## config.mk

```make
export PLATFORM = sky130hd
export DESIGN_NAME = vga_board_decoder
export DESIGN_NICKNAME = d
export VERILOG_FILES = /design/src/rtl/vga_board_decoder.sv
export SDC_FILE = /design/constraint.sdc
export NUM_CORES = 1
export LEC_CHECK = 0
export ABC_AREA = 0
export BUFFER_PORTS_ARGS = -buffer_cell sky130_fd_sc_hd__buf_4
export CAP_MARGIN = 40
export CORE_ASPECT_RATIO = 1.4
export CORE_UTILIZATION = 50
export CTS_BUF_LIST = sky130_fd_sc_hd__clkbuf_4 sky130_fd_sc_hd__clkbuf_8
export DETAILED_ROUTE_END_ITERATION = 16
export PLACE_DENSITY = 0.79
export SETUP_SLACK_MARGIN = 0.4
export SKIP_LAST_GASP = 1
export SYNTH_ARGS = -nofsm -noshare
export SYNTH_HDL_FRONTEND = slang
export SYNTH_SLANG_ARGS = --single-unit
export TNS_END_PERCENT = 20
```

## constraint.sdc

```tcl
create_clock -name clk -period 7.5 [get_ports clk]
set_clock_uncertainty 0.1 [all_clocks]
set_input_delay 0.75 -clock clk [delete_from_list [all_inputs] [get_ports clk]]
set_output_delay 0.75 -clock clk [all_outputs]
set_load 0.1 [all_outputs]
```

## src/rtl/vga_board_decoder.sv

```systemverilog
// vga_board_decoder
//   Receive-side companion to the Game of Life VGA generator. Recovers pixel
//   and line position from the sync edges and samples the centre pixel of
//   each of the 64 board cells. It rebuilds the 8x8 board as one 64-bit word
//   per clean frame.
//
// Ports
//   clk         pixel clock (same clock as the generator)
//   rst_n       asynchronous, active-low reset
//   vga_in      {hsync, B0, G0, R0, vsync, B1, G1, R1}; both syncs active low
//   board       last committed board; bit r*8+c = row r, column c (1 = alive)
//   frame_valid one-cycle pulse when board updates
//   frame_err   one-cycle pulse when a locked frame is rejected (bad colour)
//   locked      high while the FSM is in LOCKED
//   frame_cnt   accepted-frame counter; wraps
//   still_cnt   consecutive identical accepted frames (0 unless enabled)
//
// Build option
//   VGA_DEC_STILL_EN : enables still_cnt. When the macro is undefined,
//                      still_cnt is tied to 0.
`timescale 1ns/1ps
module vga_board_decoder #(
  parameter int H_VISIBLE    = 640,
  parameter int H_TOTAL      = 800,
  parameter int H_SYNC_START = 656,
  parameter int V_TOTAL      = 525,
  parameter int V_SYNC_START = 490,
  parameter int CELL_SIZE    = 50,
  parameter int BOARD_X0     = 120,
  parameter int BOARD_Y0     = 40,
  parameter int LOCK_FRAMES  = 2
) (
  input  logic        clk,
  input  logic        rst_n,
  input  logic [7:0]  vga_in,
  output logic [63:0] board,
  output logic        frame_valid,
  output logic        frame_err,
  output logic        locked,
  output logic [15:0] frame_cnt,
  output logic [7:0]  still_cnt
);

  // 4:3 timing: the visible line count follows from the visible width.
  // The commit happens as the line counter wraps into this line.
  localparam int V_VISIBLE = (H_VISIBLE * 3) / 4;

  typedef enum logic [1:0] {
    UNLOCKED = 2'd0,
    SYNCING  = 2'd1,
    LOCKED   = 2'd2
  } state_t;

  state_t      state, state_nx;
  logic [3:0]  good, good_nx;
  logic        mis_seen, mis_seen_nx;

  logic [7:0]  vga_r;
  logic        hs_prev, vs_prev;
  logic        hs_edge, vs_edge, h_mis, v_mis, mis_now, h_wrap;
  logic [9:0]  h_cnt, v_cnt;

  logic        col_hit, row_hit;
  logic [2:0]  col_idx, row_idx;
  logic [1:0]  col_r, col_g, col_b;
  logic        is_alive, is_dead, lock_ok;
  logic [63:0] shadow;
  logic        err_flag, armed;

  // Input stage: all decoding works on the registered copy.
  always_ff @(posedge clk or negedge rst_n) begin
    if (!rst_n) begin
      vga_r   <= 8'd0;
      hs_prev <= 1'b0;
      vs_prev <= 1'b0;
    end else begin
      vga_r   <= vga_in;
      hs_prev <= vga_r[7];
      vs_prev <= vga_r[3];
    end
  end

  assign hs_edge = hs_prev & ~vga_r[7];
  assign vs_edge = vs_prev & ~vga_r[3];
  assign h_mis   = hs_edge && (h_cnt != 10'(H_SYNC_START));
  assign v_mis   = vs_edge && (v_cnt != 10'(V_SYNC_START));
  assign mis_now = h_mis | v_mis;
  assign h_wrap  = !hs_edge && (h_cnt == 10'(H_TOTAL - 1));

  // h_cnt describes the registered pixel. The hsync edge pixel is itself
  // H_SYNC_START, so the counter moves on to the following pixel index.
  // v_cnt loads on the vsync edge, and the load wins over the line increment.
  always_ff @(posedge clk or negedge rst_n) begin
    if (!rst_n) begin
      h_cnt <= 10'd0;
      v_cnt <= 10'd0;
    end else begin
      if (hs_edge)
        h_cnt <= 10'(H_SYNC_START + 1);
      else if (h_cnt == 10'(H_TOTAL - 1))
        h_cnt <= 10'd0;
      else
        h_cnt <= h_cnt + 10'd1;

      if (vs_edge)
        v_cnt <= 10'(V_SYNC_START);
      else if (h_wrap)
        v_cnt <= (v_cnt == 10'(V_TOTAL - 1)) ? 10'd0 : v_cnt + 10'd1;
    end
  end

  // Lock FSM: state register
  always_ff @(posedge clk or negedge rst_n) begin
    if (!rst_n) begin
      state    <= UNLOCKED;
      good     <= 4'd0;
      mis_seen <= 1'b0;
    end else begin
      state    <= state_nx;
      good     <= good_nx;
      mis_seen <= mis_seen_nx;
    end
  end

  // Lock FSM: next state. mis_seen remembers any mismatch since the last
  // vsync edge, so that a frame counts as good only if it was clean throughout.
  always_comb begin
    state_nx    = state;
    good_nx     = good;
    mis_seen_nx = mis_seen | mis_now;
    case (state)
      UNLOCKED: begin
        good_nx     = 4'd0;
        mis_seen_nx = 1'b0;
        if (vs_edge) state_nx = SYNCING;
      end
      SYNCING: begin
        if (vs_edge) begin
          mis_seen_nx = 1'b0;
          if (mis_seen || mis_now) begin
            good_nx = 4'd0;
          end else if (int'(good) + 1 >= LOCK_FRAMES) begin
            good_nx  = 4'd0;
            state_nx = LOCKED;
          end else begin
            good_nx = good + 4'd1;
          end
        end else if (mis_now) begin
          good_nx = 4'd0;
        end
      end
      LOCKED: begin
        mis_seen_nx = 1'b0;
        if (mis_now) state_nx = UNLOCKED;
      end
      default: state_nx = UNLOCKED;
    endcase
  end

  assign locked = (state == LOCKED);

  // Cell-centre match: eight comparators per axis, no division.
  always_comb begin
    col_hit = 1'b0;
    col_idx = 3'd0;
    row_hit = 1'b0;
    row_idx = 3'd0;
    for (int i = 0; i < 8; i++) begin
      if (h_cnt == 10'(BOARD_X0 + CELL_SIZE * i + CELL_SIZE / 2)) begin
        col_hit = 1'b1;
        col_idx = 3'(i);
      end
      if (v_cnt == 10'(BOARD_Y0 + CELL_SIZE * i + CELL_SIZE / 2)) begin
        row_hit = 1'b1;
        row_idx = 3'(i);
      end
    end
  end

  assign col_r    = {vga_r[0], vga_r[4]};
  assign col_g    = {vga_r[1], vga_r[5]};
  assign col_b    = {vga_r[2], vga_r[6]};
  assign is_alive = (col_r == 2'b10) && (col_g == 2'b00) && (col_b == 2'b10);
  assign is_dead  = (col_r == 2'b11) && (col_g == 2'b10) && (col_b == 2'b11);
  assign lock_ok  = (state == LOCKED) && !mis_now;

`ifdef VGA_DEC_STILL_EN
  logic [7:0] still_q;
  assign still_cnt = still_q;
`else
  assign still_cnt = 8'd0;
`endif

  // Sampling and commit. armed is set at the start of a frame seen entirely
  // in LOCKED, so a commit is only made from a complete set of 64 samples.
  always_ff @(posedge clk or negedge rst_n) begin
    if (!rst_n) begin
      board       <= 64'd0;
      shadow      <= 64'd0;
      frame_valid <= 1'b0;
      frame_err   <= 1'b0;
      frame_cnt   <= 16'd0;
      err_flag    <= 1'b0;
      armed       <= 1'b0;
`ifdef VGA_DEC_STILL_EN
      still_q     <= 8'd0;
`endif
    end else begin
      frame_valid <= 1'b0;
      frame_err   <= 1'b0;
      if (!lock_ok) begin
        armed    <= 1'b0;
        err_flag <= 1'b0;
`ifdef VGA_DEC_STILL_EN
        still_q  <= 8'd0;
`endif
      end else begin
        if (h_wrap && v_cnt == 10'(V_TOTAL - 1))
          armed <= 1'b1;
        if (row_hit && col_hit) begin
          if (is_alive)
            shadow[{row_idx, col_idx}] <= 1'b1;
          else if (is_dead)
            shadow[{row_idx, col_idx}] <= 1'b0;
          else
            err_flag <= 1'b1;
        end
        if (h_wrap && v_cnt == 10'(V_VISIBLE - 1)) begin
          err_flag <= 1'b0;
          if (armed) begin
            if (err_flag) begin
              frame_err <= 1'b1;
            end else begin
              board       <= shadow;
              frame_valid <= 1'b1;
              frame_cnt   <= frame_cnt + 16'd1;
`ifdef VGA_DEC_STILL_EN
              if (shadow != board)
                still_q <= 8'd0;
              else if (still_q != 8'd255)
                still_q <= still_q + 8'd1;
`endif
            end
          end
        end
      end
    end
  end

endmodule

```

==> qor.csv, run 1 <==
metric;value;unit
status;completed;
cts_resized;0;
design.core.area;16100;um2
synth_edf_count;0;
n_fill_cell;1334;
antenna_cells;0;
synth_top_area_share;56.3;%
clockBufferDepth;2;
synth-warning-count;0;
grt_overflow_total;0;
dpl_cell_area;9070;um2
hold_buffers;0;
ios;101;
grt_pass1_wl;27.5;mm
crit_required;7710;ps
vias;5629;
synth_area_leader_cell;dfrtp_1;
via_per_inst;5.70;
dpl.hpwl;12.0;mm
die_width;110;um
yosys.cell_types.count;54;
setup_slack;4000;ps
ys_ff_latch;185;
clk_latency;460;ps
rows;55;
dieArea;17000;um2
fmax;286;MHz
holdWs;80.1;ps
arrival;3710;ps
synth-async-reset-ratio;100;%
htree_levels;4;
reg2reg_from;h_cnt[0];
initial_core_util;51.1;%
synth-main-ff-cell;dfrtp_1;
wl;16.9;mm
area_growth;14.7;%
tns;0;ps
critPathKind;flop to flop;
worstHoldPathType;input port to asynchronous set/reset pin;
layout.nets;798;
utilization;58.6;%
postSynthCellCount;704;
finalMaxSlewViolations;0;
drtAntennaViolNets;0;
drtIter0Drc;393;
place_inst;958;
synth_area;8220;um2
period_share;46.7;%
stdcell_count;988;
drive_above_1_share;29.5;%
cap_violations;0;
dp_slack;4140;ps
grt_pass1_vias;5513;
route.detailed.drc;0;
synthTopCellsByArea;dfrtp_1, mux2_2, o31ai_1;
drtPass1Iterations;5;
cts_buffers;17;
cp_max_fo;16;
grt_start_max_net_pins;71;
track_usage;21.1;%
port_buffers;92;
routedWlPerCell;17.2;um
cts-root-buf;clkbuf_8;
gp_congestion;0.881;
worstMarginPinSlew;740;ps
cts_setup_buffers;0;
critPathLaunchType;flop;
endpoint_kind;flop;
cts_tree;done;
rsz0062_at_grt;no;
clkTransAtPathRegs;90;ps
finalSetupViolCount;0;
relSlewSlack;50.5;%
hold_violations;0;
period_needed;3500;ps
antenna_found_initial;0;
synth_area_per_cell;11.7;um2
leakage;4.52;nW
synth-seq-area-share;56.3;%
critical_path.startpoint;h_cnt[0];
die_y;154;um
final_cell_area;9430;um2
ir_drop;0.140;mV
cts_sinks;185;
fin_total_pwr;1.80;mW
p_per_area;191;nW/um2
cell type report:
cell class,instances,area (um2),share of cell area [%]
inverter,11,41.3,0.438
tap,199,249,2.64
clock buffer,23,292,3.09
clock inverter,7,70.1,0.743
sequential,185,4630,49.1
timing repair buffer,100,820,8.69
multi-input combinational,463,3330,35.3
final timing paths:
kind	end	slack, ps	cells past startpoint
max	flop	4000	8
max reg2reg	flop	4000	8
max in group asynchronous	asynchronous set/reset pin	6220	3
min reg2reg	hs_prev	300	0
min	board[41]	80	1
min in group clk	vga_r[7]	290	1
power by group:
| group | switching (mW) | leakage, nW | internal [mW] | total (mW) |
|---|---|---|---|---|
| clock | 0.329 | 0.190 | 0.291 | 0.620 |
| sequential | 0.0303 | 2.51 | 1.02 | 1.05 |
| combinational | 0.0931 | 1.82 | 0.0432 | 0.136 |
worst max-delay path, stage by stage (launching register included):
cell	delay [ps]
dfrtp_1	430
ha_1	330
nor4bb_1	540
o2111ai_2	420
nand2b_1	210
or3_1	190
nand4_1	610
o21ai_0	400
o31ai_1	120
kinds of logic (layout without fill, tap and decap cells):
logic type | after synthesis | count (layout) | synth area share (%)
AO/OA/AOI/OAI | 104 | 104 | 8.26
XOR/XNOR | 24 | 24 | 2.56
adder cells (fa/ha/maj) | 10 | 10 | 1.52
buffers and inverters | 63 | 141 | 3.55
flip-flops | 185 | 185 | 56.3
multiplexers | 93 | 93 | 12.7
other | 1 | 8 | 0.0456
AND/OR/NAND/NOR | 224 | 224 | 15.0
layout by cell type (no fill, tap or decap), types with 3 or more instances in the layout:
| master | instances |
|---|---|
| clkinv_2 | 3 |
| and3b_1 | 4 |
| nand3_1 | 26 |
| buf_16 | 3 |
| conb_1 | 8 |
| clkbuf_4 | 4 |
| o211a_1 | 3 |
| nor3_1 | 37 |
| xor2_1 | 12 |
| and2_1 | 3 |
| o21ai_0 | 43 |
| inv_1 | 11 |
| or3_1 | 5 |
| mux2_2 | 91 |
| nor2_1 | 37 |
| nor2b_1 | 14 |
| nor4_1 | 3 |
| ha_1 | 10 |
| nand3b_1 | 8 |
| o311ai_0 | 3 |
| and3_1 | 10 |
| nand2_1 | 32 |
| xnor2_1 | 12 |
| clkbuf_8 | 19 |
| o31ai_1 | 38 |
| dfrtp_1 | 185 |
| nand2b_1 | 9 |
| a21oi_1 | 6 |
| nand4_1 | 15 |
| or2_2 | 3 |
| buf_4 | 94 |
routing by layer:
| metal | routed length [um] | up-vias | GRT usage, % |
|---|---|---|---|
| met5 | 0 | - | 0 |
| met4 | 352 | 0 | 7.71 |
| met3 | 644 | 26 | 4.37 |
| met2 | 8940 | 123 | 35.8 |
| met1 | 7010 | 2838 | 26.3 |
| li1 | - | 2642 | - |
synth_stat cells (3+ instances only):
| library cell | n |
|---|---|
| o211a_1 | 3 |
| nand3_1 | 26 |
| nor2b_1 | 14 |
| inv_1 | 11 |
| xnor2_1 | 12 |
| nor3_1 | 37 |
| and2_1 | 3 |
| ha_1 | 10 |
| clkbuf_1 | 27 |
| nor2_1 | 38 |
| buf_2 | 14 |
| or2_2 | 3 |
| o21ai_0 | 43 |
| buf_4 | 10 |
| mux2_2 | 91 |
| a21oi_1 | 6 |
| o311ai_0 | 3 |
| dfrtp_1 | 185 |
| nand3b_1 | 8 |
| xor2_1 | 12 |
| o31ai_1 | 38 |
| nand2_1 | 32 |
| nand4_1 | 15 |
| and3_1 | 10 |
| and3b_1 | 4 |
| nor4_1 | 3 |
| nand2b_1 | 9 |
| or3_1 | 5 |
Note: power is estimated with default switching activity, not from simulation.
==> run 2, diff against run 1 <==
--- a/config.mk
+++ b/config.mk
@@ -5,14 +5,14 @@
 export SDC_FILE = /design/constraint.sdc
 export NUM_CORES = 1
 export LEC_CHECK = 0
-export ABC_AREA = 0
+export ABC_AREA = 1
 export BUFFER_PORTS_ARGS = -buffer_cell sky130_fd_sc_hd__buf_4
 export CAP_MARGIN = 40
 export CORE_ASPECT_RATIO = 1.4
 export CORE_UTILIZATION = 50
 export CTS_BUF_LIST = sky130_fd_sc_hd__clkbuf_4 sky130_fd_sc_hd__clkbuf_8
 export DETAILED_ROUTE_END_ITERATION = 16
-export PLACE_DENSITY = 0.79
+export PLACE_DENSITY = 0.81
 export SETUP_SLACK_MARGIN = 0.4
 export SKIP_LAST_GASP = 1
 export SYNTH_ARGS = -nofsm -noshare
==> constraint.sdc (replaced) <==
create_clock -name clk -period 3.19 [get_ports clk]
set_clock_uncertainty 0.1 [all_clocks]
set_input_delay 0.319 -clock clk [delete_from_list [all_inputs] [get_ports clk]]
set_output_delay 0.319 -clock clk [all_outputs]
set_load 0.1 [all_outputs]
==> qor.csv, run 2 <==
metric;value;unit;change
grt_pass1_vias;7552;;was 5513
drtIter0Drc;612;;was 393
postSynthCellCount;1179;;was 704
synth-main-ff-cell;dfrtp_1;;unchanged
worstHoldPathType;flop to flop;;was input port to asynchronous set/reset pin
hold_violations;0;;unchanged
cts-root-buf;clkbuf_8;;unchanged
drtPass1Iterations;7;;was 5
grt_start_max_net_pins;129;;was 71
dp_slack;578;ps;was 4140 ps
clkTransAtPathRegs;100;ps;was 90 ps
tns;0;ps;unchanged
cts_tree;done;;unchanged
drtAntennaViolNets;0;;unchanged
ir_drop;0.245;mV;was 0.140 mV
reg2reg_from;h_cnt[1];;was h_cnt[0]
arrival;2830;ps;was 3710 ps
synth-async-reset-ratio;100;%;unchanged
synth_area_per_cell;7.72;um2;was 11.7 um2
period_needed;2550;ps;was 3500 ps
antenna_cells;0;;unchanged
cts_buffers;17;;unchanged
die_y;162;um;was 154 um
area_growth;14.5;%;was 14.7%
cp_max_fo;64;;was 16
synth-seq-area-share;50.9;%;was 56.3%
layout.nets;1292;;was 798
period_share;79.9;%;was 46.7%
gp_congestion;0.932;;was 0.881
pwr-share-clk;35.5;%;was 34.4%
drive_above_1_share;12.8;%;was 29.5%
fin_total_pwr;4.45;mW;was 1.80 mW
dieArea;18700;um2;was 17000 um2
combPwrFrac;8.9;%;was 7.6%
synth_fa_ha_area_share;1.38;%;was 1.52%
synth_area_leader_cell;dfrtp_1;;unchanged
hold_start;vga_r[7];;
vias;7897;;was 5629
cap_violations;0;;unchanged
status;completed;;unchanged
synthMuxAreaShare;0;%;was 12.7%
rsz0062_at_grt;no;;unchanged
yosys.cell_types.count;34;;was 54
synth-warning-count;0;;unchanged
wl;21.7;mm;was 16.9 mm
ios;101;;unchanged
synth_compound_gate_area_share;2.70;%;was 8.26%
p_per_area;427;nW/um2;was 191 nW/um2
sw_frac_of_total;28.5;%;was 25.1%
htree_levels;4;;unchanged
synthSimpleGateAreaFrac;35.7;%;was 15.0%
critical_path.startpoint;h_cnt[1];;was h_cnt[0]
grt_overflow_total;0;;unchanged
track_usage;24.4;%;was 21.1%
finalMaxSlewViolations;0;;unchanged
dpl.hpwl;15.0;mm;was 12.0 mm
antenna_found_initial;0;;unchanged
final_common_cell;nand2_1;;was dfrtp_1
synthTopCellsByArea;dfrtp_1, nand2_1, nor2_1;;was dfrtp_1, mux2_2, o31ai_1
synth_area;9100;um2;was 8220 um2
synth-xor-area-share;1.73;%;was 2.56%
leakage;5.42;nW;was 4.52 nW
routedWlPerCell;14.2;um;was 17.2 um
clockBufferDepth;2;;unchanged
clk_latency;480;ps;was 460 ps
setup_slack;641;ps;was 4000 ps
crit_required;3470;ps;was 7710 ps
seq_power_share;55.6;%;was 58.0%
synth.most_common_cell;nand2_1;;was dfrtp_1
synth_edf_count;0;;unchanged
cts_setup_buffers;0;;unchanged
p_switching;1.27;mW;was 0.452 mW
cts_sinks;185;;unchanged
synth_top_family_by_area;simple AND/OR/NAND/NOR gates;;unchanged
die_width;116;um;was 110 um
ys_top_cells_by_count;nand2_1, dfrtp_1, nor2_1;;was dfrtp_1, mux2_2, o21ai_0
ff2ff_setup_slack;640;ps;was 4000 ps
route.detailed.drc;0;;unchanged
grt_pass1_wl;35.5;mm;was 27.5 mm
endpoint_kind;flop;;unchanged
utilization;58.3;%;was 58.6%
dpl_cell_area;9890;um2;was 9070 um2
final_cell_area;10400;um2;was 9430 um2
synth_top_area_share;50.9;%;was 56.3%
design.core.area;17900;um2;was 16100 um2
power.internal;3.18;mW;was 1.35 mW
ys_ff_latch;185;;unchanged
via_per_inst;5.18;;was 5.70
finalSetupViolCount;0;;unchanged
fmax;392;MHz;was 286 MHz
critPathLaunchType;flop;;unchanged
worstMarginPinSlew;751;ps;was 740 ps
rows;58;;was 55
initial_core_util;51.0;%;was 51.1%
port_buffers;92;;unchanged
critPathKind;flop to flop;;unchanged
relSlewSlack;49.9;%;was 50.5%
layout_common_cells;nand2_1, dfrtp_1, nor2_1;;was dfrtp_1, buf_4, mux2_2
-- run 2: cell types whose count changed in the layout (fill, tap and decap cells not counted), sizes merged, moves of 14 or more --
cell,delta
nor3,-25
nand2,+453
mux2,-92
inv,+75
o31ai,-38
nor2,+118
nand3,+81
o21ai,-17
nor2b,-14
-- run 2: cell families after synthesis --
| group | count (synthesis) |
|---|---|
| buffers and inverters | 130 |
| AOI/OAI and AO/OA | 46 |
| DFF | 185 |
| and+or+nand+nor | 789 |
| xor gates and xnor gates | 18 |
| other | 1 |
| adders and majority gates | 10 |
-- run 2: final cells by class --
type / count / area, um2
clock buffer: 18 / 248
inverter: 81 / 304
sequential: 185 / 4630
fill: 1666 / 7440
clock inverter: 14 / 155
timing repair buffer: 116 / 947
multi-input combinational: 871 / 3830
tap: 240 / 300
-- run 2: through the flow --
step	hold WS [ps]	cells
detailed placement	272	1483
floorplan	-76.6	1186
finish	289	1525
global route	312	1525
global placement	260	1483
CTS	296	1524
-- run 2: power by group through the flow --
stage / Combinational, mW / Clock, mW / Sequential (mW)
final: 0.395 / 1.58 / 2.47
after floorplan: 0.277 / 0 / 2.50
after CTS: 0.396 / 1.61 / 2.47
after detailed placement: 0.387 / 0 / 2.52
after global routing: 0.450 / 1.70 / 2.49
after global placement: 0.381 / 0 / 2.52
-- run 2: worst paths after layout --
kind	cells after the start	endpoint
max	14	flop
min	0	hs_prev
max reg2reg	14	flop
min reg2reg	0	hs_prev
max in group asynchronous	3	board[28]
min in group asynchronous	2	frame_cnt[14]
-- run 2: per-layer routing --
metal	track usage, %	part of all wire (%)
met5	0	0
met4	10.3	2.8
met3	4.65	5.3
met2	42.3	52
met1	29.1	40
-- run 2: what timing repair did --
item,in CTS,in global routing
hold buffers,9,0
setup endpoints to repair,0,64
hold endpoints to repair,89,0
resized for setup,0,5
-- run 2: worst max-delay path, stage by stage (launching register included) --
cell and delay [ps]:
dfrtp_1 410, inv_1 90, ha_1 220, inv_1 80, nor2_1 130, nand3_2 250
nand2_1 180, nor2_1 60, nand2_1 100, nand2_1 90, nor2_4 150, buf_8 360
nand2_1 90, nand2_1 70, nand2_1 50
==> run 3, diff against run 2 <==
--- a/config.mk
+++ b/config.mk
@@ -5,14 +5,14 @@
 export SDC_FILE = /design/constraint.sdc
 export NUM_CORES = 1
 export LEC_CHECK = 0
-export ABC_AREA = 1
+export ABC_AREA = 0
 export BUFFER_PORTS_ARGS = -buffer_cell sky130_fd_sc_hd__buf_4
 export CAP_MARGIN = 40
 export CORE_ASPECT_RATIO = 1.4
 export CORE_UTILIZATION = 50
 export CTS_BUF_LIST = sky130_fd_sc_hd__clkbuf_4 sky130_fd_sc_hd__clkbuf_8
 export DETAILED_ROUTE_END_ITERATION = 16
-export PLACE_DENSITY = 0.81
+export PLACE_DENSITY = 0.82
 export SETUP_SLACK_MARGIN = 0.4
 export SKIP_LAST_GASP = 1
 export SYNTH_ARGS = -nofsm -noshare
==> constraint.sdc (replaced) <==
create_clock -name clk -period 2.2 [get_ports clk]
set_clock_uncertainty 0.1 [all_clocks]
set_input_delay 0.22 -clock clk [delete_from_list [all_inputs] [get_ports clk]]
set_output_delay 0.22 -clock clk [all_outputs]
set_load 0.1 [all_outputs]
==> qor.csv, run 3 (synthesis gave the netlist of run 1 again) <==
metric;value;unit;change
grt_pass1_wl;34.9;mm;was 35.5 mm
cap_violations;0;;unchanged
cp_slowest_stage_delay;450;ps;was 410 ps
htree_levels;4;;unchanged
critPathKind;flop to flop;;unchanged
hold_violations;0;;unchanged
n_fill_cell;1045;;was 1666
period_share;123;%;was 79.9%
grt_overflow_total;0;;unchanged
clk_latency;490;ps;was 480 ps
endpoint_kind;flop;;unchanged
dpl.hpwl;13.8;mm;was 15.0 mm
route.detailed.drc;0;;unchanged
worst_r2r_path_depth;13;;was 14
busiest_layer;met2;;unchanged
crit_required;2430;ps;was 3470 ps
initial_core_util;51.1;%;was 51.0%
vias;6668;;was 7897
dieArea;17000;um2;was 18700 um2
design.core.area;16100;um2;was 17900 um2
setup_slack;-497;ps;was 641 ps
antenna_cells;0;;unchanged
routedWlPerCell;20.3;um;was 14.2 um
stdcell_count;1140;;was 1525
arrival;2930;ps;was 2830 ps
dpl_cell_area;9930;um2;was 9890 um2
cts_sinks;185;;unchanged
period_needed;2700;ps;was 2550 ps
gp_congestion;0.907;;was 0.932
place_inst;1070;;was 1483
cpMostUsedCell;buf_6;;was nand2_1
holdWs;130;ps;was 289 ps
final_cell_area;11400;um2;was 10400 um2
status;finished with violations;;was completed
clkTransAtPathRegs;100;ps;about the same
finalSetupViolCount;153;;was 0
worst-path-buf-inv;5;;was 3
reg2reg_from;h_cnt[0];;was h_cnt[1]
wl;23.1;mm;was 21.7 mm
fmax;371;MHz;was 392 MHz
port_buffers;92;;unchanged
cts_buffers;17;;unchanged
layout.nets;948;;was 1292
die_width;110;um;was 116 um
gr-usage-met3;4.87;%;was 4.65%
grt_util_met2;46.4;%;was 42.3%
drive_above_1_share;46.4;%;was 12.8%
layout_common_cells;buf_4, dfrtp_1, mux2_2;;was nand2_1, dfrtp_1, nor2_1
ff2ff_setup_slack;-500;ps;was 640 ps
cp_max_fo;16;;was 64
grt_start_max_net_pins;61;;was 129
relSlewSlack;49.7;%;was 49.9%
cts-root-buf;clkbuf_8;;unchanged
failed_checks;negative setup slack;;
finalMaxSlewViolations;0;;unchanged
grt_pass1_vias;6788;;was 7552
via_per_inst;5.85;;was 5.18
rsz0062_at_grt;yes;;was no
clockBufferDepth;2;;unchanged
ios;101;;unchanged
p_per_area;603;nW/um2;was 427 nW/um2
drtAntennaViolNets;0;;unchanged
area_growth;38.5;%;was 14.5%
crit_slowest_cell;dfrtp_2;;was dfrtp_1
crit_chain;buf_6, inv_2, ha_1, and3b_1, a41o_1, nand3_4, nor2_4, buf_6, buf_6, nand4_1, buf_4, o21ai_0, o31ai_1;;was inv_1, ha_1, inv_1, nor2_1, nand3_2, nand2_1, nor2_1, nand2_1, nand2_1, nor2_4, buf_8, nand2_1, nand2_1, nand2_1
ir_drop;0.578;mV;was 0.245 mV
cts_tree;done;;unchanged
worstMarginPinSlew;754;ps;was 751 ps
drtIter0Drc;481;;was 612
crit_family;compound AO/OA/AOI/OAI gates;;was simple AND/OR/NAND/NOR gates
leakage;5.54;nW;was 5.42 nW
met1_usage;32.5;%;was 29.1%
die_y;154;um;was 162 um
rows;55;;was 58
worstHoldPathType;input port to asynchronous set/reset pin;;was flop to flop
final_common_cell;buf_4;;was nand2_1
antenna_found_initial;0;;unchanged
drtPass1Iterations;5;;was 7
critPathLaunchType;flop;;unchanged
track_usage;27.1;%;was 24.4%
## run 3: repair_timing
item                       4_1_cts  5_1_grt
setup endpoints to repair      167      172
gates resized for setup         91       56
hold endpoints to repair       164        0
pin swaps                       20       12
hold buffers                     9        0
buffers inserted                17        9
cloned                           3        0
## run 3: per-stage QoR
step | total power [mW] | setup WS (ps) | setup TNS, ps | utilization [%]
6_report | 6.86 | -497 | -51550 | 70.7
5_1_grt | 7.10 | -594 | -63150 | 70.7
4_1_cts | 6.84 | -426 | -45130 | 68.9
3_5_place_dp | 4.27 | -512 | -47020 | 61.7
3_3_place_gp | 4.25 | -434 | -41510 | 61.7
2_1_floorplan | 3.97 | -521 | -40920 | -
## run 3: worst max-delay path by stage
stage                    end  depth (start not counted)  slack [ps]  startpoint
6_report                flop                         13        -500    h_cnt[0]
5_1_grt                 flop                         13        -590    h_cnt[0]
4_1_cts            board[63]                          8        -430    h_cnt[0]
3_5_place_dp            flop                          9        -510    h_cnt[1]
3_3_place_gp            flop                          8        -430    h_cnt[4]
2_1_floorplan  frame_cnt[15]                          9        -520    h_cnt[6]
## run 3: cell type report
class                           instances  area, um2  area share, %
Multi-Input combinational cell        463       3910           34.3
Sequential cell                       185       4640           40.7
Clock buffer                           20        275           2.42
Timing Repair Buffer                  250       2100           18.5
Inverter                               11       41.3          0.363
Clock inverter                         12        174           1.53
Tap cell                              199        249           2.19
## run 3: routing by layer
metal / vias up / wire length [um] / share of wire [%]
met5: - / 0 / 0
met3: 72 / 954 / 4.1
li1: 2954 / - / -
met1: 3402 / 8760 / 38
met2: 240 / 12300 / 53
met4: 0 / 1070 / 4.6
## run 3: report_power, final
group / switching (mW) / internal, mW / total, mW
Sequential: 0.0700 / 3.47 / 3.54
Clock: 1.31 / 1.25 / 2.56
Combinational: 0.439 / 0.327 / 0.766
